==> src/rtl/alu_control_mdu.sv <==
// MIPS ALU control decoder plus an iterative multiply/divide unit writing HI/LO.
// Define ALU_DIV_EN to build the DIV/DIVU datapath; otherwise only MULT/MULTU run.
module alu_control_mdu #(
    parameter int DATA_WIDTH = 32
) (
    input  logic                  clk,
    input  logic                  reset,
    input  logic [2:0]            ALUOp,
    input  logic [5:0]            ALUFunction,
    input  logic                  start,
    input  logic [DATA_WIDTH-1:0] a_i,
    input  logic [DATA_WIDTH-1:0] b_i,
    output logic [3:0]            ALUOperation,
    output logic                  illegal,
    output logic                  busy,
    output logic                  done,
    output logic [DATA_WIDTH-1:0] hi,
    output logic [DATA_WIDTH-1:0] lo
);

    localparam int W  = DATA_WIDTH;
    localparam int CW = $clog2(W) + 1;

    typedef enum logic [2:0] {
        S_IDLE,
        S_MUL,
`ifdef ALU_DIV_EN
        S_DIV,
`endif
        S_FIX,
        S_DONE
    } state_t;

    state_t state, state_next;

    logic          is_mdu;
    logic          mdu_signed;
`ifdef ALU_DIV_EN
    logic          mdu_div;
    logic          op_div;
`endif
    logic          accept;
    logic          last_iter;
    logic [2*W-1:0] acc;
    logic [W-1:0]  opnd;
    logic [CW-1:0] cnt;
    logic          neg_q;
    logic          neg_r;
    logic [W-1:0]  a_mag;
    logic [W-1:0]  b_mag;
    logic [W:0]    mul_sum;

    // NOTE: every output of a combinational block gets a default first, so no
    // path through the case statements can leave a latch behind.
    always_comb begin
        ALUOperation = 4'b1001;
        illegal      = 1'b0;
        is_mdu       = 1'b0;
        mdu_signed   = 1'b0;
`ifdef ALU_DIV_EN
        mdu_div      = 1'b0;
`endif
        unique case (ALUOp)
            3'b000: ALUOperation = 4'b0011;
            3'b001: ALUOperation = 4'b0100;
            3'b010: ALUOperation = 4'b0110;
            3'b011: ALUOperation = 4'b0101;
            3'b100: ALUOperation = 4'b0011;
            3'b101: ALUOperation = 4'b0001;
            3'b110: ALUOperation = 4'b0000;
            3'b111: begin
                case (ALUFunction)
                    6'h24: ALUOperation = 4'b0000;
                    6'h25: ALUOperation = 4'b0001;
                    6'h27: ALUOperation = 4'b0010;
                    6'h20: ALUOperation = 4'b0011;
                    6'h22: ALUOperation = 4'b0100;
                    6'h00: ALUOperation = 4'b1110;
                    6'h02: ALUOperation = 4'b1100;
                    6'h08: ALUOperation = 4'b0110;
                    6'h10: ALUOperation = 4'b1010;
                    6'h12: ALUOperation = 4'b1011;
                    6'h18: begin
                        ALUOperation = 4'b1000;
                        is_mdu       = 1'b1;
                        mdu_signed   = 1'b1;
                    end
                    6'h19: begin
                        ALUOperation = 4'b1000;
                        is_mdu       = 1'b1;
                    end
`ifdef ALU_DIV_EN
                    6'h1A: begin
                        ALUOperation = 4'b1000;
                        is_mdu       = 1'b1;
                        mdu_signed   = 1'b1;
                        mdu_div      = 1'b1;
                    end
                    6'h1B: begin
                        ALUOperation = 4'b1000;
                        is_mdu       = 1'b1;
                        mdu_div      = 1'b1;
                    end
`endif
                    default: illegal = 1'b1;
                endcase
            end
        endcase
    end

    assign accept    = (state == S_IDLE) && start && is_mdu;
    assign last_iter = (cnt == CW'(W - 1));
    assign a_mag     = (mdu_signed && a_i[W-1]) ? -a_i : a_i;
    assign b_mag     = (mdu_signed && b_i[W-1]) ? -b_i : b_i;
    assign busy      = (state != S_IDLE);
    assign done      = (state == S_DONE);

    // Shift-add: add the multiplicand into the upper half when the current
    // multiplier bit (acc[0]) is set, keeping the carry as the new top bit.
    assign mul_sum = {1'b0, acc[2*W-1:W]} + {1'b0, (acc[0] ? opnd : {W{1'b0}})};

`ifdef ALU_DIV_EN
    logic [W:0]   div_rs;
    logic [W-1:0] div_diff;
    logic         div_fits;

    // Restoring step: shift the next dividend bit into the partial remainder
    // and subtract the divisor only when it fits.
    assign div_rs   = {acc[2*W-1:W], acc[W-1]};
    assign div_fits = (div_rs >= {1'b0, opnd});
    assign div_diff = div_rs[W-1:0] - opnd;
`endif

    // NOTE: sequential state uses non-blocking assignments so every register
    // samples pre-edge values regardless of statement order.
    always_ff @(posedge clk or negedge reset) begin
        if (!reset) state <= S_IDLE;
        else        state <= state_next;
    end

    always_comb begin
        state_next = state;
        case (state)
            S_IDLE: begin
                if (accept) begin
`ifdef ALU_DIV_EN
                    state_next = mdu_div ? S_DIV : S_MUL;
`else
                    state_next = S_MUL;
`endif
                end
            end
            S_MUL: if (last_iter) state_next = S_FIX;
`ifdef ALU_DIV_EN
            S_DIV: if (last_iter || (opnd == '0)) state_next = S_FIX;
`endif
            S_FIX:   state_next = S_DONE;
            S_DONE:  state_next = S_IDLE;
            default: state_next = S_IDLE;
        endcase
    end

    always_ff @(posedge clk or negedge reset) begin
        if (!reset) begin
            acc   <= '0;
            opnd  <= '0;
            cnt   <= '0;
            neg_q <= 1'b0;
            neg_r <= 1'b0;
            hi    <= '0;
            lo    <= '0;
`ifdef ALU_DIV_EN
            op_div <= 1'b0;
`endif
        end else begin
            case (state)
                S_IDLE: begin
                    if (accept) begin
                        cnt   <= '0;
                        neg_q <= mdu_signed & (a_i[W-1] ^ b_i[W-1]);
                        neg_r <= mdu_signed & a_i[W-1];
`ifdef ALU_DIV_EN
                        op_div <= mdu_div;
                        if (mdu_div) begin
                            acc  <= {{W{1'b0}}, a_mag};
                            opnd <= b_mag;
                        end else begin
                            acc  <= {{W{1'b0}}, b_mag};
                            opnd <= a_mag;
                        end
`else
                        acc  <= {{W{1'b0}}, b_mag};
                        opnd <= a_mag;
`endif
                    end
                end
                S_MUL: begin
                    acc <= {mul_sum, acc[W-1:1]};
                    cnt <= cnt + 1'b1;
                end
`ifdef ALU_DIV_EN
                S_DIV: begin
                    if (opnd == '0) begin
                        // Rebuild the original dividend; this result bypasses sign fix-up.
                        acc   <= {(neg_r ? -acc[W-1:0] : acc[W-1:0]), {W{1'b1}}};
                        neg_q <= 1'b0;
                        neg_r <= 1'b0;
                    end else begin
                        acc <= {(div_fits ? div_diff : div_rs[W-1:0]), acc[W-2:0], div_fits};
                        cnt <= cnt + 1'b1;
                    end
                end
`endif
                S_FIX: begin
`ifdef ALU_DIV_EN
                    if (op_div) begin
                        lo <= neg_q ? -acc[W-1:0]     : acc[W-1:0];
                        hi <= neg_r ? -acc[2*W-1:W]   : acc[2*W-1:W];
                    end else begin
                        {hi, lo} <= neg_q ? -acc : acc;
                    end
`else
                    {hi, lo} <= neg_q ? -acc : acc;
`endif
                end
                default: ;
            endcase
        end
    end

endmodule

==> config.mk <==
export PLATFORM = sky130hd
export DESIGN_NAME = alu_control_mdu
export DESIGN_NICKNAME = d
export VERILOG_FILES = /design/src/rtl/alu_control_mdu.sv
export SDC_FILE = /design/constraint.sdc
export NUM_CORES = 1
export LEC_CHECK = 0
export CAP_MARGIN = 20
export CORE_AREA = 4 4 199 201
export CTS_CLUSTER_SIZE = 20
export DETAILED_ROUTE_END_ITERATION = 8
export DIE_AREA = 0 0 203 205
export GPL_TIMING_DRIVEN = 0
export PLACE_DENSITY = 0.59
export SETUP_SLACK_MARGIN = 0.05
export SLEW_MARGIN = 25
export SYNTH_ARGS = -nofsm -noshare
export SYNTH_HDL_FRONTEND = slang
export SYNTH_SLANG_ARGS = --single-unit
==> constraint.sdc <==
create_clock -name clk -period 5.4 [get_ports clk]
set_input_delay 1.62 -clock clk [delete_from_list [all_inputs] [get_ports clk]]
set_output_delay 1.62 -clock clk [all_outputs]
set_load 0.05 [all_outputs]
* After elaboration in Yosys (flattened, before gate mapping) *
Cells that the tools add are included.

cells by class
  add/sub/neg operators = 5
  equal/unequal tests = 24
  muxes and demuxes = 19
  bitwise operators = 2
  reductions and logical operators = 15

operator list
  operator                                       number
  2-to-1 mux 64 bit                              2
  case mux 64 bit (2 select lines)               1
  2-to-1 mux 32 bit                              3
  negator 32 bit                                 2
  negator 64 bit                                 1
  case mux 4 bit (11 select lines)               1
  adder 32 x 32 -> 33 bit                        1
  == test 6 x 5 -> 1 bit, second input constant  5
  == test 6 bit, second input constant           5
  case mux 4 bit (7 select lines)                1
  == test 3 x 2 -> 1 bit, second input constant  4
  == test 3 bit, second input constant           4
  case mux 6 bit (2 select lines)                1
  OR reduction 12 bit                            1
  case mux 3 bit (3 select lines)                1
  adder 6 x 1 -> 6 bit, second input constant    1
  == test 3 x 1 -> 1 bit, second input constant  2
  == test 6 x 2 -> 1 bit, second input constant  1
  == test 6 x 4 -> 1 bit, second input constant  1
  zero test 3 bit                                2
  zero test 6 bit                                1
  2-to-1 mux 1 bit                               6
  2-to-1 mux 3 bit                               2
  2-to-1 mux 6 bit                               1
  other kinds (8)                                15

word-level totals
  flip-flop bits (word level) = 170
  bits of input ports = 76
  word-level logic and storage cells = 72

* Longest topological paths before layout *
  depth after elaboration = 7
  mapped depth = 14
  mapped depth without buffers = 12

* Worst setup path after synthesis *
No wires, ideal clock.

  path type = input port to output port
  from = in ALUFunction[2]
  to = out ALUOperation[1]
  arrival time = 3.350 ns
  data required time = 3.780 ns
  path slack = 0.430 ns
  cell stages on the path = 5
  buffers on the path = 1
  cell sequence = clkbuf_1 > nand4b_1 > nor3b_1 > a21oi_1 > o21ai_0

on the way
  longest elaborated chain between the ends = 4
  elaborated cells on any way between the ends = 15
  those cells by class = eq/ne (11); mux (2); reduce/logical (2)

RTL lines
  what                                 RTL line  source
  start, declared                      9         input logic [5:0] ALUFunction,
  == test 6 x 5 -> 1 bit               72        case (ALUFunction)
  OR reduction 2 bit (no source line)  --
  case mux 4 bit (11 select lines) *   72
  case mux 4 bit (7 select lines) *    63        unique case (ALUOp)
  end, declared                        13        output logic [3:0] ALUOperation,

Mark *: on every way between the ends. The rest lies on a longest branch, timed or not.

* Worst setup path in the final report *
  from = in ALUFunction[1]
  to = out ALUOperation[2]

The elaborated chain is that of the path after synthesis.

==> results_dict.tcl <==
set metrics [dict create \
    top_layer_used "met4" \
    powerDensity_nw_per_um2 520 \
    synth.distinct_cells 64 \
    min_period_ns 5.16 \
    synth_compound_area_share_pct 22.7 \
    grt_pass1_vias 10100 \
    setup_tns_ns 0 \
    synth_top_family_by_area "compound AO/OA/AOI/OAI gates" \
    status "complete, no violations" \
    antenna_found_initial 0 \
    muxShareOfSynthArea_pct 0.959 \
    synth_nets 1437 \
    slew_violations 0 \
    cp_data_arrival_time_ns 3.54 \
    ctsHtreeMaxLevel 4 \
    dieHeight_um 205 \
    cts_tree "done" \
    yosysTopAreaCell "dfrtp_1" \
    grt_setup_unrepaired "false" \
    syn2layout_area_growth_pct 23.9 \
    post-cts-setup-buffers 0 \
    drc 0 \
    clk_latency_ns 0.43 \
    worst_pin_slew_ns 0.872 \
    synthTopCellsByArea "dfrtp_1, xor2_1, o21ai_0" \
    grt.overflow.total 0 \
    synthXorXnorAreaFrac_pct 11.5 \
    clkSinkCount 169 \
    drt-pass1-iter-count 5 \
    cts_buffers 17 \
    ys_ff_latch 169 \
    path_clk_slew_ns 0.07 \
    die_w_um 203 \
    ys_seq_area_share_pct 37.7 \
    cts_root_buf "clkbuf_16" \
    vias 10400 \
    synthCells 1320 \
    fmax_mhz 194 \
    drive_gt1_share_pct 4.28 \
    io-pin-count 147 \
    cp_max_fo 7 \
    power_leakage_uw 0.00558 \
    synth_edf_count 0 \
    r2r_end "acc[60]" \
    startpoint_type "primary input" \
    die_area_um2 41600 \
    reg2regPathDepth 12 \
    path_class "in2out" \
    dpl.hpwl_um 28000 \
    finClkSkew_ns 0.00902 \
    ctsHoldBuffers 0 \
    wire_per_inst_um 17.6 \
    routed-wl-met2_um 15900 \
    end_kind "output pin" \
    synthesis.area_um2 11200 \
    std_cell_rows 71 \
    worst_slack_ns 0.244 \
    holdPathEnd "opnd[28]" \
    grt_max_degree 97 \
    syn_area_per_cell_um2 8.50 \
    cp.required_ns 3.78 \
    wl_met1_um 17000 \
    core_um2 37600 \
    port_buffers 142 \
    fin_nets 1599 \
    synth_fa_ha_area_share_pct 4.64 \
    wl_met3_um 1810 \
    yosys.area_share.simple_pct 19.2 \
    final-setup-viol-count 0 \
    r2r_setup_slack_ns 1.39 \
    drtAntennaViolNets 0 \
    via_per_inst 5.17 \
    hold_start "opnd[28]" \
    grt_first_pass_wirelength_um 56100 \
    worstHoldPathType "reg2reg" \
    synth_most_common_cell "dfrtp_1" \
    grt_usage_pct 16.8 \
    synth_flop_cell "dfrtp_1" \
    diodes 0 \
    synthArstFlopShare_pct 100 \
    routed_wirelength_um 35300 \
    reg2reg_from "acc[0]" \
    drtIter0Drc 810 \
    hold_viol_final 0 \
    start_util_pct 29.9 \
    ys_warn_count 0 \
    fin_crit_sh_pct 95.5 \
    ir_drop_mv 0.188 \
    clockBufferDepth 2 \
    maxCapViolCount 0 \
    synth_common_cells "dfrtp_1, o21ai_0, a21oi_1" \
    synth.top_cell.area_share_pct 37.7 \
    slew-limit-headroom_pct 41.7 \
    routabilityCongestion 0.860 \
    pre_cts_ws_ns -0.246 \
    worstHoldPathCells 2 \
]
cell usage in the layout (no fill, tap or decap), types with 5 or more instances in the layout:
master,instances
nand2_1,118
a22oi_1,28
or4_1,12
dfrtp_1,169
o21ai_0,135
o31ai_1,27
and3_1,5
nand4_1,13
or4_4,5
nor2b_1,8
or3_1,12
a211oi_1,10
and2_1,37
clkbuf_1,69
a31oi_1,6
nand2b_1,13
mux2_2,6
nor4_1,10
a22o_1,5
o22ai_1,10
buf_1,5
clkbuf_16,17
o41ai_1,15
nor3_1,22
xnor2_1,48
a21oi_1,132
a21o_1,17
o21a_1,6
nor2_1,131
ha_1,40
xor2_1,99
clkdlybuf4s50_1,137
inv_1,23
or2_2,5
nand3_1,19
layer usage:
layer  global-route usage (%)  vias up
li1                         -     5068
met1                     24.3     4980
met2                     26.5      275
met3                     2.41       41
met4                     4.61        0
met5                        0        -
critical path, cell delays in order:
cell	delay, ns
clkdlybuf4s50_1	0.61
mux2i_1	0.21
nand4b_1	0.12
a21oi_1	0.16
clkdlybuf4s50_1	0.81
per-stage QoR:
step                total power [uW]  hold slack [ns]  area, um^2  cells  utilization (%)
finish                          7220            0.475       13900   2006             37.0
global route                    7710            0.497       13900   2006             37.0
CTS                             7270            0.479       13900   2006             37.0
detailed placement              6010            0.464       13300   1974             35.4
global placement                5960            0.460       13300   1973             35.3
floorplan                       4680            0.442       11200   1320                -
cell families after synthesis:
group,Yosys count
AO/OA/AOI/OAI,423
AND/OR/NAND/NOR,431
XOR/XNOR,147
buffers and inverters,99
adder cells (fa/ha/maj),41
flip-flops,169
multiplexers,10
layout make-up:
| cell class | count | area (um^2) |
|---|---|---|
| buffer | 76 | 289 |
| clock buffer | 19 | 443 |
| clock inverter | 13 | 144 |
| fill | 3875 | 23700 |
| inverter | 23 | 86.3 |
| multi-input combinational | 1052 | 6620 |
| sequential | 169 | 4230 |
| tap | 511 | 639 |
| timing repair buffer | 143 | 1450 |
repair_timing:
action                                  in CTS  in global routing
gates cloned                                 0                  0
gates resized for setup                      3                  3
endpoints found under the setup margin       3                  2
worst max-delay path by stage:
stage / from / endpoint / slack (ns) / cells past startpoint
after floorplan: ALUFunction[2] / ALUOperation[1] / 0.43 / 5
after global placement: reset / hi[9] / -4.39 / 1
after detailed placement: ALUFunction[4] / ALUOperation[0] / -0.25 / 8
after CTS: ALUFunction[4] / ALUOperation[0] / 0.03 / 8
after global routing: ALUFunction[4] / ALUOperation[0] / 0.11 / 8
final: ALUFunction[1] / ALUOperation[2] / 0.24 / 5
report_power, final:
group,internal [uW],switching [uW],total [uW]
Combinational,1270,2470,3740
Sequential,1730,508,2240
Clock,699,542,1240
Total,3700,3520,7220
flip-flops by register name, summed over array words and instances (netlist names):
signal,cells
acc,64
hi,32
lo,32
opnd,32
cnt,6
state,2
neg_q,1
No activity file was read; power rests on OpenSTA's default activity.
